--- src/rtl/seg7_scan_ctrl_if.sv ---
// Display-register side of the 7-segment scan controller: captured hex word,
// decimal points, brightness and the driven SEG/AN pins.
interface seg7_scan_ctrl_if #(
    parameter int NUM_DIGITS = 8
);
    logic [4*NUM_DIGITS-1:0] LedData;
    logic [NUM_DIGITS-1:0]   dp;
    logic [3:0]              bright;
    logic                    update;
    logic [7:0]              SEG;
    logic [7:0]              AN;
    logic                    frame_start;

    modport master (
        output LedData, dp, bright, update,
        input  SEG, AN, frame_start
    );

    modport slave (
        input  LedData, dp, bright, update,
        output SEG, AN, frame_start
    );
endinterface

--- src/rtl/seg7_scan_ctrl.sv ---
// Multiplexed common-anode 7-segment scanner with double buffering, dead time and PWM dimming.
// Optional leading-zero blanking is enabled by defining SEG7_LZB_EN.
module seg7_scan_ctrl #(
    parameter int NUM_DIGITS  = 8,
    parameter int SLOT_CYCLES = 5000,
    parameter int DEAD_CYCLES = 16
) (
    input  logic            CLK,
    input  logic            RST,
    seg7_scan_ctrl_if.slave bus
);
    localparam int              SC_W       = $clog2(SLOT_CYCLES);
    localparam int              DW         = 4 * NUM_DIGITS;
    localparam logic [SC_W-1:0] SLOT_LAST  = SC_W'(SLOT_CYCLES - 1);
    localparam logic [SC_W-1:0] DEAD_END   = SC_W'(DEAD_CYCLES);
    localparam logic [2:0]      DIGIT_LAST = 3'(NUM_DIGITS - 1);

    logic [SC_W-1:0]       r_slot_cnt;
    logic [2:0]            r_digit;
    logic [3:0]            r_pwm_cnt;
    logic [DW-1:0]         r_stage;
    logic [NUM_DIGITS-1:0] r_stage_dp;
    logic                  r_pending;
    logic [DW-1:0]         r_shadow;
    logic [NUM_DIGITS-1:0] r_shadow_dp;
    logic [7:0]            r_seg;
    logic [7:0]            r_an;
    logic                  r_frame_start;

    logic        w_slot_wrap;
    logic        w_frame_wrap;
    logic        w_dead;
    logic [31:0] w_shadow_pad;
    logic [7:0]  w_dp_pad;
    logic [3:0]  w_nibble;
    logic [7:0]  w_blank;
    logic [7:0]  w_seg_next;
    logic [7:0]  w_an_next;

    function automatic logic [6:0] seg_decode(input logic [3:0] nib);
        case (nib)
            4'h0:    seg_decode = 7'b1000000;
            4'h1:    seg_decode = 7'b1111001;
            4'h2:    seg_decode = 7'b0100100;
            4'h3:    seg_decode = 7'b0110000;
            4'h4:    seg_decode = 7'b0011001;
            4'h5:    seg_decode = 7'b0010010;
            4'h6:    seg_decode = 7'b0000010;
            4'h7:    seg_decode = 7'b1111000;
            4'h8:    seg_decode = 7'b0000000;
            4'h9:    seg_decode = 7'b0010000;
            4'hA:    seg_decode = 7'b0001000;
            4'hB:    seg_decode = 7'b0000011;
            4'hC:    seg_decode = 7'b1000110;
            4'hD:    seg_decode = 7'b0100001;
            4'hE:    seg_decode = 7'b0000110;
            4'hF:    seg_decode = 7'b0001110;
            default: seg_decode = 7'b1111111;
        endcase
    endfunction

    assign w_slot_wrap  = (r_slot_cnt == SLOT_LAST);
    assign w_frame_wrap = w_slot_wrap && (r_digit == DIGIT_LAST);
    assign w_dead       = (r_slot_cnt < DEAD_END);
    // Zero-padding to the full 8-digit width lets the digit index select without range checks.
    assign w_shadow_pad = 32'(r_shadow);
    assign w_dp_pad     = 8'(r_shadow_dp);
    assign w_nibble     = w_shadow_pad[{r_digit, 2'b00} +: 4];

`ifdef SEG7_LZB_EN
    logic w_zero_above;

    // A digit goes dark when it and all higher digits are zero and its own dp is off.
    always_comb begin
        w_blank      = 8'h00;
        w_zero_above = 1'b1;
        for (int k = 7; k >= 1; k--) begin
            w_zero_above = w_zero_above && (w_shadow_pad[4*k +: 4] == 4'h0);
            w_blank[k]   = w_zero_above && !w_dp_pad[k];
        end
    end
`else
    assign w_blank = 8'h00;
`endif

    // Segment pattern for the digit currently selected by the scan counter.
    always_comb begin
        w_seg_next = {~w_dp_pad[r_digit], seg_decode(w_nibble)};
    end

    // Anode drive: dark during dead time, otherwise lit for the PWM on-phase.
    always_comb begin
        w_an_next = 8'hFF;
        if (!w_dead && (r_pwm_cnt <= bus.bright) && !w_blank[r_digit]) begin
            w_an_next[r_digit] = 1'b0;
        end else begin
            w_an_next = 8'hFF;
        end
    end

    // Scan counters, staging/shadow buffers and the registered pin drivers.
    always_ff @(posedge CLK or posedge RST) begin
        if (RST) begin
            r_slot_cnt    <= {SC_W{1'b0}};
            r_digit       <= 3'd0;
            r_pwm_cnt     <= 4'h0;
            r_stage       <= {DW{1'b0}};
            r_stage_dp    <= {NUM_DIGITS{1'b0}};
            r_pending     <= 1'b0;
            r_shadow      <= {DW{1'b0}};
            r_shadow_dp   <= {NUM_DIGITS{1'b0}};
            r_seg         <= 8'hFF;
            r_an          <= 8'hFF;
            r_frame_start <= 1'b0;
        end else begin
            if (w_slot_wrap) begin
                r_slot_cnt <= {SC_W{1'b0}};
                r_digit    <= (r_digit == DIGIT_LAST) ? 3'd0 : r_digit + 3'd1;
            end else begin
                r_slot_cnt <= r_slot_cnt + SC_W'(1);
            end

            r_pwm_cnt <= w_dead ? 4'h0 : r_pwm_cnt + 4'h1;

            // An update landing on the boundary bypasses staging so it shows in the new frame.
            if (w_frame_wrap && bus.update) begin
                r_shadow    <= bus.LedData;
                r_shadow_dp <= bus.dp;
                r_pending   <= 1'b0;
            end else if (w_frame_wrap && r_pending) begin
                r_shadow    <= r_stage;
                r_shadow_dp <= r_stage_dp;
                r_pending   <= 1'b0;
            end else if (bus.update) begin
                r_stage    <= bus.LedData;
                r_stage_dp <= bus.dp;
                r_pending  <= 1'b1;
            end else begin
                r_pending <= r_pending;
            end

            r_seg         <= w_seg_next;
            r_an          <= w_an_next;
            r_frame_start <= (r_slot_cnt == {SC_W{1'b0}}) && (r_digit == 3'd0);
        end
    end

    assign bus.SEG         = r_seg;
    assign bus.AN          = r_an;
    assign bus.frame_start = r_frame_start;
endmodule

--- src/flat_wrapper.sv ---
// flat-port wrapper written by rule: the top's interface ports become plain ports
module seg7_scan_ctrl_flat 
#(
    parameter int NUM_DIGITS  = 8,
    parameter int SLOT_CYCLES = 5000,
    parameter int DEAD_CYCLES = 16
)
  (CLK, RST, bus_LedData, bus_dp, bus_bright, bus_update, bus_SEG, bus_AN, bus_frame_start);
  seg7_scan_ctrl_if #(.NUM_DIGITS(NUM_DIGITS)) bus_i ();
  input  logic CLK;
  input  logic RST;
  input wire logic [$bits(bus_i.LedData)-1:0] bus_LedData;
  input wire logic [$bits(bus_i.dp)-1:0] bus_dp;
  input wire logic [$bits(bus_i.bright)-1:0] bus_bright;
  input wire logic [$bits(bus_i.update)-1:0] bus_update;
  output wire logic [$bits(bus_i.SEG)-1:0] bus_SEG;
  output wire logic [$bits(bus_i.AN)-1:0] bus_AN;
  output wire logic [$bits(bus_i.frame_start)-1:0] bus_frame_start;
  assign bus_i.LedData = bus_LedData;
  assign bus_i.dp = bus_dp;
  assign bus_i.bright = bus_bright;
  assign bus_i.update = bus_update;
  assign bus_SEG = bus_i.SEG;
  assign bus_AN = bus_i.AN;
  assign bus_frame_start = bus_i.frame_start;
  seg7_scan_ctrl #(.NUM_DIGITS(NUM_DIGITS), .SLOT_CYCLES(SLOT_CYCLES), .DEAD_CYCLES(DEAD_CYCLES)) u_core (.CLK(CLK), .RST(RST), .bus(bus_i));
endmodule
--- config.mk ---
export PLATFORM = sky130hd
export DESIGN_NAME = seg7_scan_ctrl_flat
export DESIGN_NICKNAME = d
export VERILOG_FILES = /design/src/rtl/seg7_scan_ctrl_if.sv /design/src/rtl/seg7_scan_ctrl.sv /design/src/flat_wrapper.sv
export SDC_FILE = /design/constraint.sdc
export NUM_CORES = 1
export LEC_CHECK = 0
export ABC_AREA = 1
export CORE_MARGIN = 3
export CORE_UTILIZATION = 45
export CTS_CLUSTER_DIAMETER = 100
export DETAILED_ROUTE_END_ITERATION = 8
export GPL_TIMING_DRIVEN = 0
export HOLD_SLACK_MARGIN = 0.06
export PLACE_DENSITY_LB_ADDON = 0.3
export SYNTH_ARGS = -nofsm -noshare
export SYNTH_HDL_FRONTEND = slang
export SYNTH_SLANG_ARGS = --single-unit
--- constraint.sdc ---
create_clock -name CLK -period 3.1 [get_ports CLK]
set_input_delay 0.31 -clock CLK [delete_from_list [all_inputs] [get_ports CLK]]
set_output_delay 0.31 -clock CLK [all_outputs]
set_load 0.005 [all_outputs]
==> metrics, run 1 <==
RePlAce Congestion 0.8273; Root Driver clkbuf_16; pwr dens 494.9 nW/µm²; Mapped Cells 760; M1 wire length 6212 µm; maximum vdd drop 0.3652 mV; Setup WS pre-CTS 0.8601 ns; met2 wire length 6366 µm; total negative slack 0 ns; worst setup margin 0.8392 ns; share of the synthesized area in the top cell type 0.4373; delay-heaviest family, CP buffers and inverters; top-count cell post-synth nand2_1; final hold vios 0; Top Ports 64; Layout area overhead 24.50%; global-route wire length before repair 22920 µm; Sequential Area 2973 µm²; Setup Buffers After CTS 0; RSZ-0062 raised after global routing no; crit path DAT 2.60 ns; total CTS buffers 17; post-synth top area cell dfrtp_1; EDFF count, synth 0; crit-path max FO 10; mapped cell area 5837 µm²; Worst EP required 3.44 ns; status finished, final reports clean; # diodes 0; post-synthesis average cell area 7.680 µm²; # rows 40; Fmax achieved 0.4423 GHz; yosys warns 0; Avg Vias per Cell 4.833; CP peak stage delay 0.45 ns; placed cell area 6741 µm²; post-route cell area 7267 µm²; Worst Tran Pin Value 0.8421 ns; Crit Path Class register to register; Clock transition at path regs 0.05 ns; Final setup viols 0; P_leak 3.859 nW; Starting Density 0.4722; asr flop ratio synth 1.000; fraction of layout cells with a size suffix above 1 0.08411; CTS tree done; Final ANT Viol Nets 0; WL met3 771 µm; PortBufs 63; Worst Hold Class input pin to asynchronous set/reset pin; ys flop type dfrtp_1; DR WL/cell 13.26 µm; total clock sinks 118; Die W 119.9 µm; final wirelength 13580 µm; Slew HR 0.4343; CTS resizes 0; Setup crit end kind register; Overall Global Routing Usage 0.2019; Clock Skew 0.009719 ns; DR DRC count 0; Die ar. 14370 µm²; syn nets 822; area of the multi-input gates 2391 µm²; Pwr Total 3.596 mW; Yosys reg bits 118; Seq/Total Area, Yosys 0.5093; core area 12360 µm²; number of H-tree levels 4; slowest CP cell clkbuf_1; worst skew pair latency 0.42 ns; max-slew violations 0; first-pass iteration count of the detailed router 5; GR Overflow Total 0; largest net degree at the start of global routing 36; Distinct cells, synth 29; Final period util 0.7293; hold_buf cts 0; max-cap violations 0; initial antenna violation count 0; dominant cells by area after synthesis dfrtp_1 (44%), nand2_1 (14%), nor2_1 (8.6%), dfstp_2 (7.2%), inv_1 (5.3%); crit path cell chain buf_2 > clkbuf_1 > nand2_1 > nand2_1 > nand2_1 > nand2_1 > nand2_1 > nand2_1 > inv_1 > ha_1 > inv_1 > nand2_1 > nand3_1 > nand2_1; Iter 0 DRT Violations 447; most frequent CP cell nand2_1; maximum buffer depth of the clock tree 2; total number of vias 4949; Worst Path Buf+Inv 4; uppermost routed layer met4; Final min period 2.261 ns; Setup crit start kind register; synth cell count leaders nand2_1 (214), nor2_1 (134), dfrtp_1 (102), inv_1 (82), nand3_1 (41); nets 907; Die Ht 119.9 µm; detailed placement HPWL 9371 µm; # fillers 1160; vias in the first global route 4817
[worst register-to-register path: cells and delay by family (launching register included)]
family | cells | cell delay [ns]
simple gates | 9 | 0.72
flops | 1 | 0.34
fa+ha+maj | 1 | 0.27
buf+inv | 4 | 0.86
[final cells by class]
| type | count | area share |
|---|---|---|
| Clock buffer | 25 | 0.06543 |
| Inverter | 82 | 0.04287 |
| Timing Repair Buffer | 66 | 0.09504 |
| Sequential cell | 118 | 0.4091 |
| Tap cell | 168 | 0.02893 |
| Buffer | 33 | 0.02273 |
| Clock inverter | 5 | 0.006887 |
| Multi-Input combinational cell | 527 | 0.3290 |
[placed cells by master (no fill, tap or decap), types with 4 or more instances in the layout]
master	instances
buf_4	6
a21oi_1	40
dfstp_2	16
buf_2	15
clkbuf_1	17
dfrtp_1	102
nor3_1	5
nand2_1	214
o21ai_1	21
o21ai_0	30
nand3_1	41
nor2_1	134
xor2_1	6
clkbuf_16	17
clkinv_2	4
inv_1	81
ha_1	15
clkdlybuf4s50_1	63
[sequential cells by signal, indices dropped and copies added, names as in the netlist]
name / count
u_core.r_slot_cnt: 13
u_core.r_pending: 1
u_core.r_shadow: 32
u_core.r_shadow_dp: 8
u_core.r_stage: 32
u_core.bus.frame_start: 1
u_core.bus.SEG: 8
u_core.bus.AN: 8
u_core.r_pwm_cnt: 4
u_core.r_digit: 3
u_core.r_stage_dp: 8
[per-layer routing]
metal | global-route usage | up-vias
met2 | 0.3224 | 143
met5 | 0 | -
met1 | 0.2616 | 2248
li1 | - | 2539
met3 | 0.05467 | 19
met4 | 0.08160 | 0
[through the flow]
step / std cells / hold WS [ns] / utilization
after global placement: 991 / 0.4497 / 0.5405
after floorplan: 760 / 0.4223 / -
after global routing: 1024 / 0.2570 / 0.5879
final: 1024 / 0.2298 / 0.5879
after CTS: 1024 / 0.2248 / 0.5879
after detailed placement: 994 / 0.4539 / 0.5453
[where the power goes]
part / switching (mW) / internal [mW] / total, mW
registers: 0.0230 / 1.59 / 1.61
clock network: 0.638 / 1.13 / 1.76
logic: 0.119 / 0.0999 / 0.218
total: 0.780 / 2.82 / 3.60
[cell families after synthesis]
kind of cell / synth area share
buffers and inverters: 0.08103
adder cells (fa/ha/maj): 0.03215
AND/OR/NAND/NOR: 0.2825
AO/OA/AOI/OAI: 0.08446
XOR/XNOR: 0.01050
flip-flops: 0.5093
[path summary, 6_finish.rpt]
kind                       slack [ns]  depth (start not counted)                  end                  start
max                              0.84                         14    u_core.bus.SEG[3]      u_core.r_digit[0]
min                              0.23                          2    u_core.r_stage[1]                    RST
max reg2reg                      0.84                         14    u_core.bus.SEG[3]      u_core.r_digit[0]
min reg2reg                      0.46                          1    u_core.bus.SEG[7]  u_core.r_shadow_dp[6]
max in group asynchronous        1.88                          5  u_core.r_shadow[20]                    RST
min in group CLK                 0.46                          1    u_core.bus.SEG[7]  u_core.r_shadow_dp[6]
(Power assumes the default switching activity.)
==> run 2: changes to the inputs <==
Clock period 3.1 ns to 2.3 ns, I/O delays scaled along.
==> metrics, run 2 (synthesis gave the netlist of run 1 again) <==
crit path DAT 2.44 ns; Layout area overhead 24.61%; number of H-tree levels 4; Starting Density 0.4722; Clock transition at path regs 0.06 ns; status finished, final reports clean; CP peak stage delay 0.39 ns; Setup crit end kind register; most common cell after layout, fill and taps aside nand2_1; pwr dens 667.0 nW/µm²; Slew HR 0.4345; P_leak 3.864 nW; Worst Tran Pin Value 0.8418 ns; Final setup viols 0; first-pass iteration count of the detailed router 5; Setup crit start kind register; Final ANT Viol Nets 0; Top Ports 64; crit-path max FO 10; fraction of layout cells with a size suffix above 1 0.08645; Fmax achieved 0.4808 GHz; Worst EP required 2.66 ns; RePlAce Congestion 0.8273; Pwr Total 4.851 mW; total CTS buffers 17; Die ar. 14370 µm²; max-slew violations 0; maximum vdd drop 0.4935 mV; RSZ-0062 raised after global routing no; # rows 40; max-cap violations 0; Final period util 0.9043; most frequent CP cell nand2_1; initial antenna violation count 0; Avg Vias per Cell 4.849; total number of vias 4965; PortBufs 63; largest net degree at the start of global routing 36; slowest CP cell clkbuf_1; Crit Path Class register to register; Largest regs u_core.r_shadow x32, u_core.r_stage x32, u_core.r_slot_cnt x13; Clock Skew 0.01278 ns; GR Overflow Total 0; Root Driver clkbuf_16; post-route cell area 7273 µm²; most frequent cells in the layout nand2_1 (213), nor2_1 (134), dfrtp_1 (102), inv_1 (81), clkdlybuf4s50_1 (63); DR WL/cell 13.29 µm; vias in the first global route 4817; DR DRC count 0; worst setup margin 0.2201 ns; Die W 119.9 µm; Setup WS pre-CTS 0.06005 ns; final hold vios 0; Iter 0 DRT Violations 434; detailed placement HPWL 9371 µm; final wirelength 13610 µm; placed cell area 6741 µm²; CTS tree done; total negative slack 0 ns; crit path cell chain buf_2 > clkbuf_1 > nand2_1 > nand2_1 > nand2_1 > nand2_1 > inv_1 > ha_1 > nand2_1 > nand3_1 > nand2_1; global-route wire length before repair 22920 µm; Die Ht 119.9 µm; total clock sinks 118; nets 907; Overall Global Routing Usage 0.2019; core area 12360 µm²; Worst Hold Class input pin to asynchronous set/reset pin; # diodes 0; Final min period 2.080 ns; worst skew pair latency 0.42 ns; maximum buffer depth of the clock tree 2
[run 2: changes by cell type in the layout (fill, tap and decap cells not counted), sizes merged]
cell / previous run / this run
buf: 25 / 24
clkbuf: 36 / 37
[run 2: layout make-up]
type	instances	area [µm²]
Buffer	33	168.9
Clock buffer	25	475.5
Clock inverter	5	50.05
Fill cell	1157	5089
Inverter	82	311.5
Multi-Input combinational cell	527	2394
Sequential cell	118	2973
Tap cell	168	210.2
Timing Repair Buffer	66	690.7
[run 2: repair_timing]
item	4_1_cts	5_1_grt
resized for setup	0	4
setup buffers	0	0
endpoints found under the hold margin	0	0
setup endpoints to repair	0	7
hold buffers	0	0
[run 2: where the power goes]
group	switching, mW	internal, mW	total (mW)
logic	0.160	0.135	0.294
registers	0.0308	2.14	2.18
clock network	0.864	1.52	2.38
total	1.05	3.80	4.85
[run 2: worst max-delay path, delay by kind of cell, from the launching register on]
kind | cells | cell delay, ns
buffers and inverters | 3 | 0.70
and+or+nand+nor | 7 | 0.66
DFF | 1 | 0.36
adders and majority gates | 1 | 0.30
[run 2: worst paths after layout]
path / startpoint / to / slack, ns / cells after the start
worst max-delay path: u_core.r_digit[1] / u_core.bus.SEG[3] / 0.22 / 11
worst min-delay path: RST / u_core.r_stage_dp[5] / 0.15 / 2
worst max register to register: u_core.r_digit[1] / u_core.bus.SEG[3] / 0.22 / 11
worst min register to register: u_core.r_shadow_dp[6] / u_core.bus.SEG[7] / 0.46 / 1
max in group asynchronous: RST / u_core.r_stage[10] / 1.16 / 5
min in group CLK: bus_dp[5] / u_core.r_stage_dp[5] / 0.41 / 3
[run 2: metal layers]
metal,part of all wire,global-route usage,vias to the layer above
li1,-,-,2540
met1,0.46,0.2616,2257
met2,0.47,0.3224,147
met3,0.058,0.05467,21
met4,0.017,0.08160,0
met5,0,0,-
[run 2: per-stage QoR]
step | hold WS (ns) | utilization | cells
after global routing | 0.1770 | 0.5884 | 1024
after floorplan | 0.3777 | - | 760
after global placement | 0.4497 | 0.5405 | 991
final | 0.1462 | 0.5884 | 1024
after CTS | 0.1448 | 0.5879 | 1024
after detailed placement | 0.4539 | 0.5453 | 994
